File: config.mk
export PLATFORM = sky130hd
export DESIGN_NAME = xor_fold_compactor
export DESIGN_NICKNAME = d
export VERILOG_FILES = /design/src/rtl/xor_fold_compactor.sv
export SDC_FILE = /design/constraint.sdc
export NUM_CORES = 1
export LEC_CHECK = 0
export CORE_MARGIN = 2
export CORE_UTILIZATION = 40
export DETAILED_ROUTE_END_ITERATION = 8
export PLACE_DENSITY = 0.76
export SETUP_SLACK_MARGIN = 0.2
export SLEW_MARGIN = 30
export SYNTH_ARGS = -nofsm -noshare
export SYNTH_HDL_FRONTEND = slang
export SYNTH_SLANG_ARGS = --single-unit
File: constraint.sdc
create_clock -name clk -period 4.5 [get_ports clk]
set_clock_uncertainty 0.2 [all_clocks]
set_input_delay 0.9 -clock clk [delete_from_list [all_inputs] [get_ports clk]]
set_output_delay 0.9 -clock clk [all_outputs]
set_load 0.005 [all_outputs]
File: src/rtl/xor_fold_compactor.sv
// Streaming XOR-fold compactor: folds each channel's DW-bit word down to DW/FOLD bits and
// optionally XOR-accumulates folded words over a latched frame length into one signature.
module xor_fold_compactor #(
    parameter int DW   = 16,
    parameter int FOLD = 2,
    parameter int NCH  = 2,
    parameter int CW   = 8,
    localparam int OW  = DW / FOLD
) (
    input  logic                clk,
    input  logic                rst_n,
    input  logic                mode,
    input  logic [CW-1:0]       acc_len,
    input  logic                flush,
    input  logic                in_valid,
    output logic                in_ready,
    input  logic [NCH*DW-1:0]   in_data,
    output logic                out_valid,
    input  logic                out_ready,
    output logic [NCH*OW-1:0]   out_data
);

    logic [CW-1:0]     cnt_q, cnt_d;
    logic [CW-1:0]     len_q, len_d;
    logic              mode_q, mode_d;
    logic [NCH*OW-1:0] acc_q, acc_d;
    logic              out_valid_q, out_valid_d;
    logic [NCH*OW-1:0] out_data_q, out_data_d;

    logic [NCH*OW-1:0] fold;
    logic [NCH*OW-1:0] combined;
    logic              accept;
    logic              first_beat;
    logic              last_beat;
    logic              eff_mode;
    logic [CW-1:0]     eff_len;
    logic [CW:0]       beat_num;

    always_comb begin
        fold = '0;
        for (int c = 0; c < NCH; c++) begin
            for (int k = 0; k < FOLD; k++) begin
                fold[c*OW +: OW] = fold[c*OW +: OW] ^ in_data[c*DW + k*OW +: OW];
            end
        end
    end

    // Single output register with no skid buffer: a stalled result blocks all input.
    assign in_ready   = !flush && (!out_valid_q || out_ready);
    assign accept     = in_valid && in_ready;
    assign first_beat = (cnt_q == '0);

    // At a frame start the live mode/length apply; afterwards only the latched copies do.
    assign eff_mode = first_beat ? mode : mode_q;
    assign eff_len  = first_beat ? ((acc_len == '0) ? CW'(1) : acc_len) : len_q;
    assign beat_num = {1'b0, cnt_q} + 1'b1;
    assign last_beat = !eff_mode || (beat_num == {1'b0, eff_len});
    assign combined  = first_beat ? fold : (acc_q ^ fold);

    always_comb begin
        // NOTE: every signal gets a default before any branch so no latch is inferred.
        cnt_d       = cnt_q;
        len_d       = len_q;
        mode_d      = mode_q;
        acc_d       = acc_q;
        out_valid_d = out_valid_q;
        out_data_d  = out_data_q;

        if (out_valid_q && out_ready) begin
            out_valid_d = 1'b0;
        end

        if (flush) begin
            cnt_d = '0;
            acc_d = '0;
        end else if (accept) begin
            if (first_beat) begin
                mode_d = mode;
                len_d  = eff_len;
            end
            if (last_beat) begin
                cnt_d       = '0;
                out_data_d  = combined;
                out_valid_d = 1'b1;
            end else begin
                cnt_d = cnt_q + 1'b1;
                acc_d = combined;
            end
        end
    end

    // NOTE: non-blocking assignments so every register samples pre-edge values together.
    always_ff @(posedge clk or negedge rst_n) begin
        if (!rst_n) begin
            cnt_q       <= '0;
            len_q       <= '0;
            mode_q      <= 1'b0;
            acc_q       <= '0;
            out_valid_q <= 1'b0;
            out_data_q  <= '0;
        end else begin
            cnt_q       <= cnt_d;
            len_q       <= len_d;
            mode_q      <= mode_d;
            acc_q       <= acc_d;
            out_valid_q <= out_valid_d;
            out_data_q  <= out_data_d;
        end
    end

    assign out_valid = out_valid_q;
    assign out_data  = out_data_q;

endmodule

Word-level counts from Yosys, hierarchy flattened
Cells that the tools add are included.
Word-level totals
  word-level logic and storage cells: 43
  register bits after elaboration: 50
  output and inout bits: 18
Operators by class
  bitwise logic cells: 4
  equal/unequal tests: 2
  multiplexer cells: 14
  reductions and logical operators: 15
  add/subtract/negate cells: 2
Operator list (number)
  2-to-1 mux 16 bit: 4
  2-to-1 mux 8 bit: 5
  zero test 8 bit: 2
  XOR 16 bit: 1
  XOR 8 bit: 2
  adder 8 x 1 -> 9 bit, second input constant: 1
  == test 9 x 8 -> 1 bit: 1
  adder 8 x 1 -> 8 bit, second input constant: 1
  AND reduction 3 bit: 2
  2-to-1 mux 1 bit: 5
  AND reduction 2 bit: 2
  logical AND 1 bit: 3
  zero test 1 bit: 3
  logical OR 1 bit: 2
  inequality test 2 bit, second input constant: 1
  nonzero test 2 bit: 1
  NOT 1 bit: 1

Depth between registers and ports, before layout
Gate-level depths: netlist of run 1.
  depth in word-level cells: 8
  mapped depth: 11
  depth with buffers taken out: 9

Worst setup path after synthesis of run 1
Ideal clock, no wire load.
  path type: input-to-reg
  start point: input port acc_len[4]
  end point: register out_data_q[10] (netlist: out_data[10])
  setup slack: 1.451 ns
  required time: 4.221 ns
  setup time: 0.079 ns
  cell stages on the path: 8
  path buffers: 1
  arrival: 2.770 ns
  cells stage by stage: nor4_1 -> a21oi_1 -> a311o_1 -> a211oi_2 -> nand4_4 -> a21oi_4 -> buf_8 -> mux2i_1
On the way
  cells in the longest elaborated chain, start to end: 6
Ends and longest elaborated chain
  from (decl): line 13  | input logic [CW-1:0] acc_len,
  zero test 8 bit: line 55  | assign eff_len = first_beat ? ((acc_len == '0) ? CW'(1) : acc_len) : len_q;
  2-to-1 mux 8 bit (*) (2 in a row): line 55
  == test 9 x 8 -> 1 bit (*): line 57  | assign last_beat = !eff_mode || (beat_num == {1'b0, eff_len});
  logical OR 1 bit (*): line 57
  AND reduction 3 bit (no source line) (*)
  to (signal assigned): line 107  | out_data_q <= out_data_d;
  to (decl): line 28  | logic [NCH*OW-1:0] out_data_q, out_data_d;
Mark *: on every way between the ends. The rest lies on a longest branch, timed or not.
A chain may end at the register's enable or synchronous reset.

Final worst setup path of run 1
  start point: input port acc_len[4]
  end point: register out_data_q[0] (netlist: out_data[0])
Same word-level chain as after synthesis.

==> metrics.md, run 1 <==
| Metric | Value |
|---|---|
| Status | `complete, no violations` |
| Crit. End Element | `flip-flop` |
| Async SR Flop Fraction | `100%` |
| Worst-Skew Late Latency | `0.30 ns` |
| Worst slew margin | `46.9%` |
| Row count | `31` |
| Core Area | `7180 sq um` |
| Iteration-0 DRC Markers | `99` |
| Initial Util | `41.0%` |
| Initial antenna violation count | `0` |
| Number of fill cells | `659` |
| Die height | `89.8 microns` |
| Final Hold Viols | `0` |
| Worst path max stage delay | `0.66 ns` |
| Endpoints failing setup | `0` |
| Final TNS setup | `0 ns` |
| WS Path Type | `in2reg` |
| CTS root buf | `clkbuf_8` |
| CP cell instances | `clkdlybuf4s50_1, nor4_1, a21oi_1, a311o_1, a211oi_2, nand4_4, a21oi_4, mux2i_1` |
| Area of the mapped netlist | `2950 sq um` |
| Post-synthesis sequential area ratio | `42.5%` |
| Critical Path End | `out_data[0]` |
| R2R Setup Slk | `1.02 ns` |
| First-pass GRT wire length | `10800 microns` |
| Ant diodes | `0` |
| Post-synth top flop | `dfrtp_1` |
| H-tree levels | `2` |
| Synth unique cells | `42` |
| Peak VDD IR | `0.000176 V` |
| Final WL | `6340 microns` |
| CTS tree | `done` |
| Area delta synth->final | `27.3%` |
| Min cycle time layout | `3.59 ns` |
| Post-CTS Setup Bufs | `0` |
| CTS clock-pin slew for the worst setup and hold paths | `0.09 ns` |
| NumNets Final | `398` |
| Via density | `5.05` |
| Port Buf Inserts | `63` |
| Number of synthesized register bits | `50` |
| R2r endpoint | `out_data[0]` |
| Routability congestion estimate | `0.894` |
| Die outline width | `89.8 microns` |
| Fin. max-slew vios | `0` |
| R2R depth | `9` |
| Total congestion overflow | `0` |
| Clock tree buffer depth | `2` |
| Number of global-route vias before repair | `2304` |
| Max stage delay cell, worst path | `a21oi_4` |
| HP Class | `reg2reg` |
| Static Leak | `1.64 nW` |
| Fmax | `0.279 GHz` |
| Post-cts resize count | `0` |
| Dpl ws | `0.593 ns` |
| I/O pin count | `64` |
| EDFF count, synth | `0` |
| WL per Instance | `14.1 microns` |
| Post-layout worst setup margin | `0.910 ns` |
| First-pass iteration count of the detailed router | `4` |
| CP delay by family, top | `compound AO/OA/AOI/OAI gates` |
| All-layer global routing usage | `16.3%` |
| Buf+Inv Stages, Crit Path | `1` |
| Post-route ant nets | `0` |
| Critical Path RT | `4.52 ns` |
| Via count | `2272` |
| Critical path fanouts, max | `17` |
| YS warnings | `0` |
| Largest net degree at the start of global routing | `51` |
| Die footprint | `8070 sq um` |
| RSZ-0062 raised after global routing | `no` |
| Synth Net Count | `336` |
| Levels on crit path | `8` |
| HPWL after detailed placement | `4710 microns` |
| # DRC | `0` |
| Mapped Avg Cell Area | `10.2 sq um` |
| Max cap viols | `0` |
| CTS buffer count | `5` |
| Layout cells sized above 1 | `8.83%` |
| Reg2Reg Launch Point | `cnt_q[0]` |
| Final worst-path cycle share | `79.8%` |
| # hold bufs at CTS | `0` |
| WP data arrival | `3.61 ns` |
| Cell count after synthesis | `288` |
| Slew of the pin with the lowest slew margin | `0.793 ns` |
| Clk sinks | `50` |
| CP startpoint kind | `input port` |
| Pwr Density | `345 nW/um^2` |
| Crit path from | `acc_len[4]` |
==> stage by stage <==
step           utilization, %  hold WS [ns]  instances  cell area, sq um  total power [mW]
3_3_place_gp             51.0         0.284        442              3660              1.03
4_1_cts                  52.2         0.316        450              3750              1.31
5_1_grt                  52.2         0.334        450              3750              1.37
2_1_floorplan               -         0.274        288              2950             0.813
3_5_place_dp             51.0         0.296        442              3660              1.05
6_report                 52.2         0.314        450              3750              1.29
==> flip-flops by register name (all words and copies together), names as in the netlist <==
signal,count
acc_q,16
out_data,16
cnt_q,8
len_q,8
mode_q,1
out_valid,1
==> logic make-up (layout without fill, tap and decap cells) <==
| group | count (synthesis) | after routing | synth area share (%) |
|---|---|---|---|
| DFF | 50 | 50 | 42.5 |
| and+or+nand+nor | 80 | 80 | 15.8 |
| xor gates and xnor gates | 35 | 35 | 10.4 |
| adders and majority gates | 2 | 2 | 0.849 |
| buffers and inverters | 35 | 98 | 5.44 |
| AOI/OAI and AO/OA | 45 | 45 | 10.7 |
| muxes | 41 | 41 | 14.3 |
==> worst register-to-register path: cells and delay by family, from the launching register on <==
family | cells | cell delay [ns]
simple gates | 3 | 1.20
fa+ha+maj | 1 | 0.16
compound gates | 3 | 1.00
buf+inv | 1 | 0.09
flops | 1 | 0.46
mux | 1 | 0.29
==> worst min path at each step <==
stage / end / cells after the start / slack, ns / startpoint
after floorplan: len_q[5] / 1 / 0.27 / len_q[5]
after global placement: mode_q / 1 / 0.28 / mode_q
after detailed placement: mode_q / 1 / 0.30 / mode_q
after CTS: mode_q / 1 / 0.32 / mode_q
after global routing: len_q[3] / 1 / 0.33 / len_q[3]
final: mode_q / 1 / 0.31 / mode_q
==> cells in the final DEF, fill, tap and decap left out, types with 2 or more instances in the layout <==
master and instances:
clkdlybuf4s50_1 62, dfrtp_1 50, xnor2_1 34, mux2i_1 32
nand2_1 27, inv_1 24, nand2b_1 16, nand3_1 15
mux2_2 9, o21ai_1 9, a21oi_1 8, nor2_1 7
clkbuf_8 5, nor3_1 4, o21ai_0 4, nor4b_4 3
o21a_1 3, o211a_1 3, a211oi_1 3, o21ai_2 3
a31oi_1 3, buf_4 3, a211oi_2 2, a21o_1 2
ha_1 2
==> metal layers <==
metal	up-vias	wire length (microns)	GRT usage, %	part of all wire, %
li1	1105	-	-	-
met1	1113	2730	20.5	43
met2	49	3290	28.6	52
met3	5	263	3.10	4.2
met4	0	51	5.00	0.80
met5	-	0	0	0
==> area by class of cell <==
type	instances	area (sq um)	share of cell area, %
Timing Repair Buffer	66	663	17.7
Sequential cell	50	1250	33.4
Inverter	24	90.1	2.40
Clock inverter	2	13.8	0.367
Clock buffer	6	72.6	1.94
Tap cell	99	124	3.30
Multi-Input combinational cell	203	1530	40.9
==> power breakdown <==
part           internal [mW]  switching [mW]  leakage (nW)  total (mW)
combinational          0.251           0.178         0.961       0.429
clock                  0.110           0.148        0.0452       0.258
sequential             0.544          0.0612         0.631       0.605
==> synthesized netlist by cell type, types with 2 or more instances <==
library cell | instances | area share, %
nor2_1 | 7 | 0.89
inv_1 | 24 | 3.1
dfrtp_1 | 50 | 42
a211oi_1 | 3 | 0.76
o21ai_1 | 9 | 1.5
a21o_1 | 2 | 0.51
xnor2_1 | 34 | 10
a31oi_1 | 3 | 0.64
o211a_1 | 3 | 1.0
nor3_1 | 4 | 0.68
a211oi_2 | 2 | 0.85
buf_4 | 2 | 0.51
o21ai_2 | 3 | 0.89
clkbuf_1 | 4 | 0.51
o21a_1 | 3 | 0.76
nor4b_4 | 3 | 2.4
nand2_1 | 27 | 3.4
mux2_2 | 9 | 3.4
nand3_1 | 15 | 2.5
mux2i_1 | 32 | 11
o21ai_0 | 4 | 0.68
nand2b_1 | 16 | 3.4
ha_1 | 2 | 0.85
a21oi_1 | 8 | 1.4
buf_2 | 2 | 0.34
Power figures use the tool's default switching activity.
==> run 2, diff against run 1 <==
- PLACE_DENSITY: 0.76 -> 0.79
- clock period: 4.5 -> 3 ns (I/O delays scaled with it)
==> metrics.md, run 2 (synthesized netlist as in run 1, its figures left out) <==
| Metric | Value |
|---|---|
| Status | `complete, no violations` |
| Pwr Total | `2.23 mW` |
| Register area | `1250 sq um` |
| R2R Setup Slk | `0.01 ns` |
| Placement-stage cell area | `3820 sq um` |
| Area delta synth->final | `43.7%` |
| Max stage delay cell, worst path | `or4b_4` |
| Post-route ant nets | `0` |
| Number of fill cells | `585` |
| Crit path from | `cnt_q[1]` |
| Ant diodes | `0` |
| Largest net degree at the start of global routing | `31` |
| Total congestion overflow | `0` |
| Critical Path End | `acc_q[0]` |
| Most frequent cells in the layout | `clkdlybuf4s50_1 (62), dfrtp_1 (50), xnor2_1 (34)` |
| All-layer global routing usage | `17.9%` |
| Critical path fanouts, max | `8` |
| First-pass GRT wire length | `11900 microns` |
| HP Class | `in2async` |
| CP delay by family, top | `simple AND/OR/NAND/NOR gates` |
| CTS buffer count | `5` |
| R2r endpoint | `acc_q[0]` |
| Die height | `89.8 microns` |
| Slew of the pin with the lowest slew margin | `0.822 ns` |
| Row count | `31` |
| Number of global-route vias before repair | `2536` |
| Max cap viols | `0` |
| Worst-Skew Late Latency | `0.31 ns` |
| Reg2Reg Launch Point | `cnt_q[1]` |
| Cell area after layout | `4230 sq um` |
| CP cell instances | `inv_2, ha_4, or4b_4, o21ai_2, a21oi_1, nor4b_4, nand4_4, buf_12, nand2_8, buf_12, mux2i_1` |
| HPWL after detailed placement | `4980 microns` |
| Pwr Density | `526 nW/um^2` |
| Layout cells sized above 1 | `20.0%` |
| Final TNS setup | `0 ns` |
| Clk sinks | `50` |
| Via density | `5.07` |
| WP data arrival | `3.02 ns` |
| Area of the multi-input gates | `1690 sq um` |
| WS Path Type | `reg2reg` |
| Fin. max-slew vios | `0` |
| Most common cell on crit path | `buf_12` |
| Initial antenna violation count | `0` |
| Via count | `2401` |
| R2R depth | `11` |
| Final WL | `7440 microns` |
| CTS tree | `done` |
| Fmax | `0.335 GHz` |
| Iteration-0 DRC Markers | `113` |
| Endpoints failing setup | `0` |
| WL per Instance | `15.7 microns` |
| CTS root buf | `clkbuf_8` |
| Most common cell after layout, fill and taps aside | `clkdlybuf4s50_1` |
| NumNets Final | `422` |
| Initial Util | `41.0%` |
| # DRC | `0` |
| Levels on crit path | `11` |
| Die footprint | `8070 sq um` |
| Final Hold Viols | `0` |
| H-tree levels | `2` |
| CTS clock-pin slew for the worst setup and hold paths | `0.09 ns` |
| Clock tree buffer depth | `2` |
| Routability congestion estimate | `0.919` |
| Critical Path RT | `3.03 ns` |
| Worst path max stage delay | `0.56 ns` |
| Port Buf Inserts | `63` |
| Die outline width | `89.8 microns` |
| First-pass iteration count of the detailed router | `4` |
| Peak VDD IR | `0.000293 V` |
| Static Leak | `1.86 nW` |
| Final worst-path cycle share | `99.5%` |
| Crit. End Element | `flip-flop` |
| CP startpoint kind | `flip-flop` |
| Worst Hold Slack | `0.0391 ns` |
| Min cycle time layout | `2.99 ns` |
| Buf+Inv Stages, Crit Path | `3` |
| I/O pin count | `64` |
| Core Area | `7180 sq um` |
| Worst slew margin | `45.2%` |
| RSZ-0062 raised after global routing | `yes` |
run 2: cell type report:
cell class / instances / area share (%)
Tap cell: 99 / 2.93
Clock inverter: 2 / 1.42
Clock buffer: 6 / 1.95
Inverter: 24 / 2.13
Multi-Input combinational cell: 204 / 40.0
Sequential cell: 50 / 29.6
Timing Repair Buffer: 89 / 22.0
run 2: report_power, final:
part	switching [mW]	internal, mW	leakage [nW]
Combinational	0.302	0.433	1.16
Clock	0.234	0.356	0.0714
Sequential	0.0862	0.816	0.631
run 2: metal layers:
layer	wire length [microns]	part of all wire, %	vias up	global-route usage [%]
li1	-	-	1152	-
met1	3020	41	1174	21.8
met2	3950	53	68	32.1
met3	381	5.1	7	4.27
met4	89	1.2	0	4.10
met5	0	0	-	0
run 2: repair_timing:
action / CTS / global route
hold buffers: 0 / 0
buffers inserted: 1 / 3
gates cloned: 3 / 0
pin swaps: 2 / 4
endpoints found under the setup margin: 41 / 42
resized for setup: 10 / 24
run 2: worst min-delay path by stage:
| stage | startpoint | to | slack, ns |
|---|---|---|---|
| floorplan | rst_n | acc_q[0] | 0.10 |
| global placement | mode_q | mode_q | 0.29 |
| detailed placement | mode_q | mode_q | 0.30 |
| CTS | rst_n | len_q[3] | 0.05 |
| global route | rst_n | len_q[3] | 0.06 |
| finish | rst_n | len_q[3] | 0.04 |
run 2: per-stage QoR:
step	utilization, %	worst slack [ns]	std cells
after floorplan	-	0.116	288
after global placement	53.2	-0.129	459
after detailed placement	53.2	-0.261	459
after CTS	56.6	0.0722	471
after global routing	59.0	-0.0920	474
final	59.0	0.0141	474
==> run 3, diff against run 2 <==
- SKIP_LAST_GASP: unset -> 1
==> metrics.md, run 3 (synthesized netlist as in run 1, its figures left out) <==
| Metric | Value |
|---|---|
| I/O pin count | `64` |
| Layout cells sized above 1 | `19.7%` |
| Buf+Inv Stages, Crit Path | `2` |
| Post-route ant nets | `0` |
| Post-Layout Cell Count | `474` |
| Max stage delay cell, worst path | `or4b_4` |
| Clk sinks | `50` |
| Largest net degree at the start of global routing | `31` |
| Die footprint | `8070 sq um` |
| R2R Setup Slk | `0.01 ns` |
| Area delta synth->final | `43.6%` |
| CTS root buf | `clkbuf_8` |
| All-layer global routing usage | `17.9%` |
| Initial antenna violation count | `0` |
| Max cap viols | `0` |
| Dpl cells | `459` |
| Fin. max-slew vios | `0` |
| Core Area | `7180 sq um` |
| Ant diodes | `0` |
| Peak VDD IR | `0.000293 V` |
| Total congestion overflow | `0` |
| Worst path max stage delay | `0.69 ns` |
| HPWL after detailed placement | `4980 microns` |
| Static Leak | `1.86 nW` |
| Port Buf Inserts | `63` |
| Dpl ws | `-0.261 ns` |
| # hold bufs at CTS | `0` |
| Slew of the pin with the lowest slew margin | `0.833 ns` |
| Initial Util | `41.0%` |
| Iteration-0 DRC Markers | `131` |
| Cell area after layout | `4230 sq um` |
| CTS clock-pin slew for the worst setup and hold paths | `0.09 ns` |
| First-pass GRT wire length | `11900 microns` |
| RSZ-0062 raised after global routing | `yes` |
| CP startpoint kind | `flip-flop` |
| CTS tree | `done` |
| WL per Instance | `15.8 microns` |
| H-tree levels | `2` |
| Worst-Skew Late Latency | `0.31 ns` |
| CTS buffer count | `5` |
| Number of global-route vias before repair | `2536` |
| Worst Hold Slack | `0.0393 ns` |
| Routability congestion estimate | `0.919` |
| Crit. End Element | `flip-flop` |
| HP Class | `in2async` |
| NumNets Final | `422` |
| Die outline width | `89.8 microns` |
| # DRC | `0` |
| Critical Path RT | `3.03 ns` |
| First-pass iteration count of the detailed router | `4` |
| Placement-stage cell area | `3820 sq um` |
| WP data arrival | `3.02 ns` |
| Die height | `89.8 microns` |
| Final Hold Viols | `0` |
| Endpoints failing setup | `0` |
| Via density | `5.07` |
| Critical path fanouts, max | `8` |
| Most common cell after layout, fill and taps aside | `clkdlybuf4s50_1` |
| CP cell instances | `or4b_4, o21ai_2, a21oi_1, nor4b_4, nand4_4, buf_12, nand2_8, buf_12, mux2i_1` |
| Row count | `31` |
| Via count | `2404` |
| Fmax | `0.335 GHz` |
| Final worst-path cycle share | `99.5%` |
| CP delay by family, top | `simple AND/OR/NAND/NOR gates` |
| Most common cell on crit path | `buf_12` |
| Status | `complete, no violations` |
| Post-layout worst setup margin | `0.0141 ns` |
| WS Path Type | `reg2reg` |
| Most frequent cells in the layout | `clkdlybuf4s50_1 (62), dfrtp_1 (50), xnor2_1 (34)` |
| Min cycle time layout | `2.99 ns` |
| Pwr Total | `2.22 mW` |
| Clock tree buffer depth | `2` |
| Final WL | `7480 microns` |
| Worst slew margin | `44.5%` |
| Pwr Density | `526 nW/um^2` |
==> run 3: cell counts in the layout (fill, tap and decap cells not counted) <==
Identical to the previous run, type by type.
==> run 3: where the power goes <==
group          leakage [nW]  total, mW  internal, mW  switching (mW)
Sequential            0.631      0.902         0.816          0.0861
Clock                0.0714      0.591         0.356           0.236
Combinational          1.16      0.731         0.431           0.300
Total                  1.86       2.22          1.60           0.622
==> run 3: final cells by class <==
type	count	area (sq um)
clock buffer	6	82.6
clock inverter	2	60.1
fill	587	2950
inverter	24	90.1
multi-input combinational	204	1690
sequential	50	1250
tap	99	124
timing repair buffer	89	931
==> run 3: worst paths after layout <==
kind / start / endpoint / cells after the start
worst min-delay path: rst_n / len_q[3] / 1
worst max register to register: cnt_q[2] / acc_q[10] / 9
worst max-delay path: cnt_q[2] / acc_q[10] / 9
min in group clk: out_data[4] / out_data[4] / 2
worst min register to register: out_data[4] / out_data[4] / 2
max in group asynchronous: rst_n / out_data[8] / 2
==> run 3: worst reg2reg max path: stages (launching register included) <==
cell and delay (ns):
dfrtp_1 0.50, or4b_4 0.69, o21ai_2 0.19, a21oi_1 0.15
nor4b_4 0.40, nand4_4 0.18, buf_12 0.18, nand2_8 0.10
buf_12 0.14, mux2i_1 0.20
==> run 3: routing by layer <==
metal	track usage, %	share of wire [%]
met5	0	0
met2	32.1	53
met3	4.27	5.1
met4	4.10	1.2
met1	21.8	41
==> run 3: per-stage QoR <==
| stage | setup TNS (ns) | util (%) |
|---|---|---|
| 2_1_floorplan | 0 | - |
| 3_3_place_gp | -3.85 | 53.2 |
| 3_5_place_dp | -7.96 | 53.2 |
| 4_1_cts | 0 | 56.6 |
| 5_1_grt | -1.60 | 58.9 |
| 6_report | 0 | 58.9 |
==> run 3: timing repair <==
| item | CTS | global route |
|---|---|---|
| resized for setup | 10 | 23 |
| cloned | 3 | 0 |
| setup buffers | 1 | 3 |
| endpoints found under the setup margin | 41 | 42 |
| endpoints found under the hold margin | 0 | 0 |
| pin swaps | 2 | 4 |
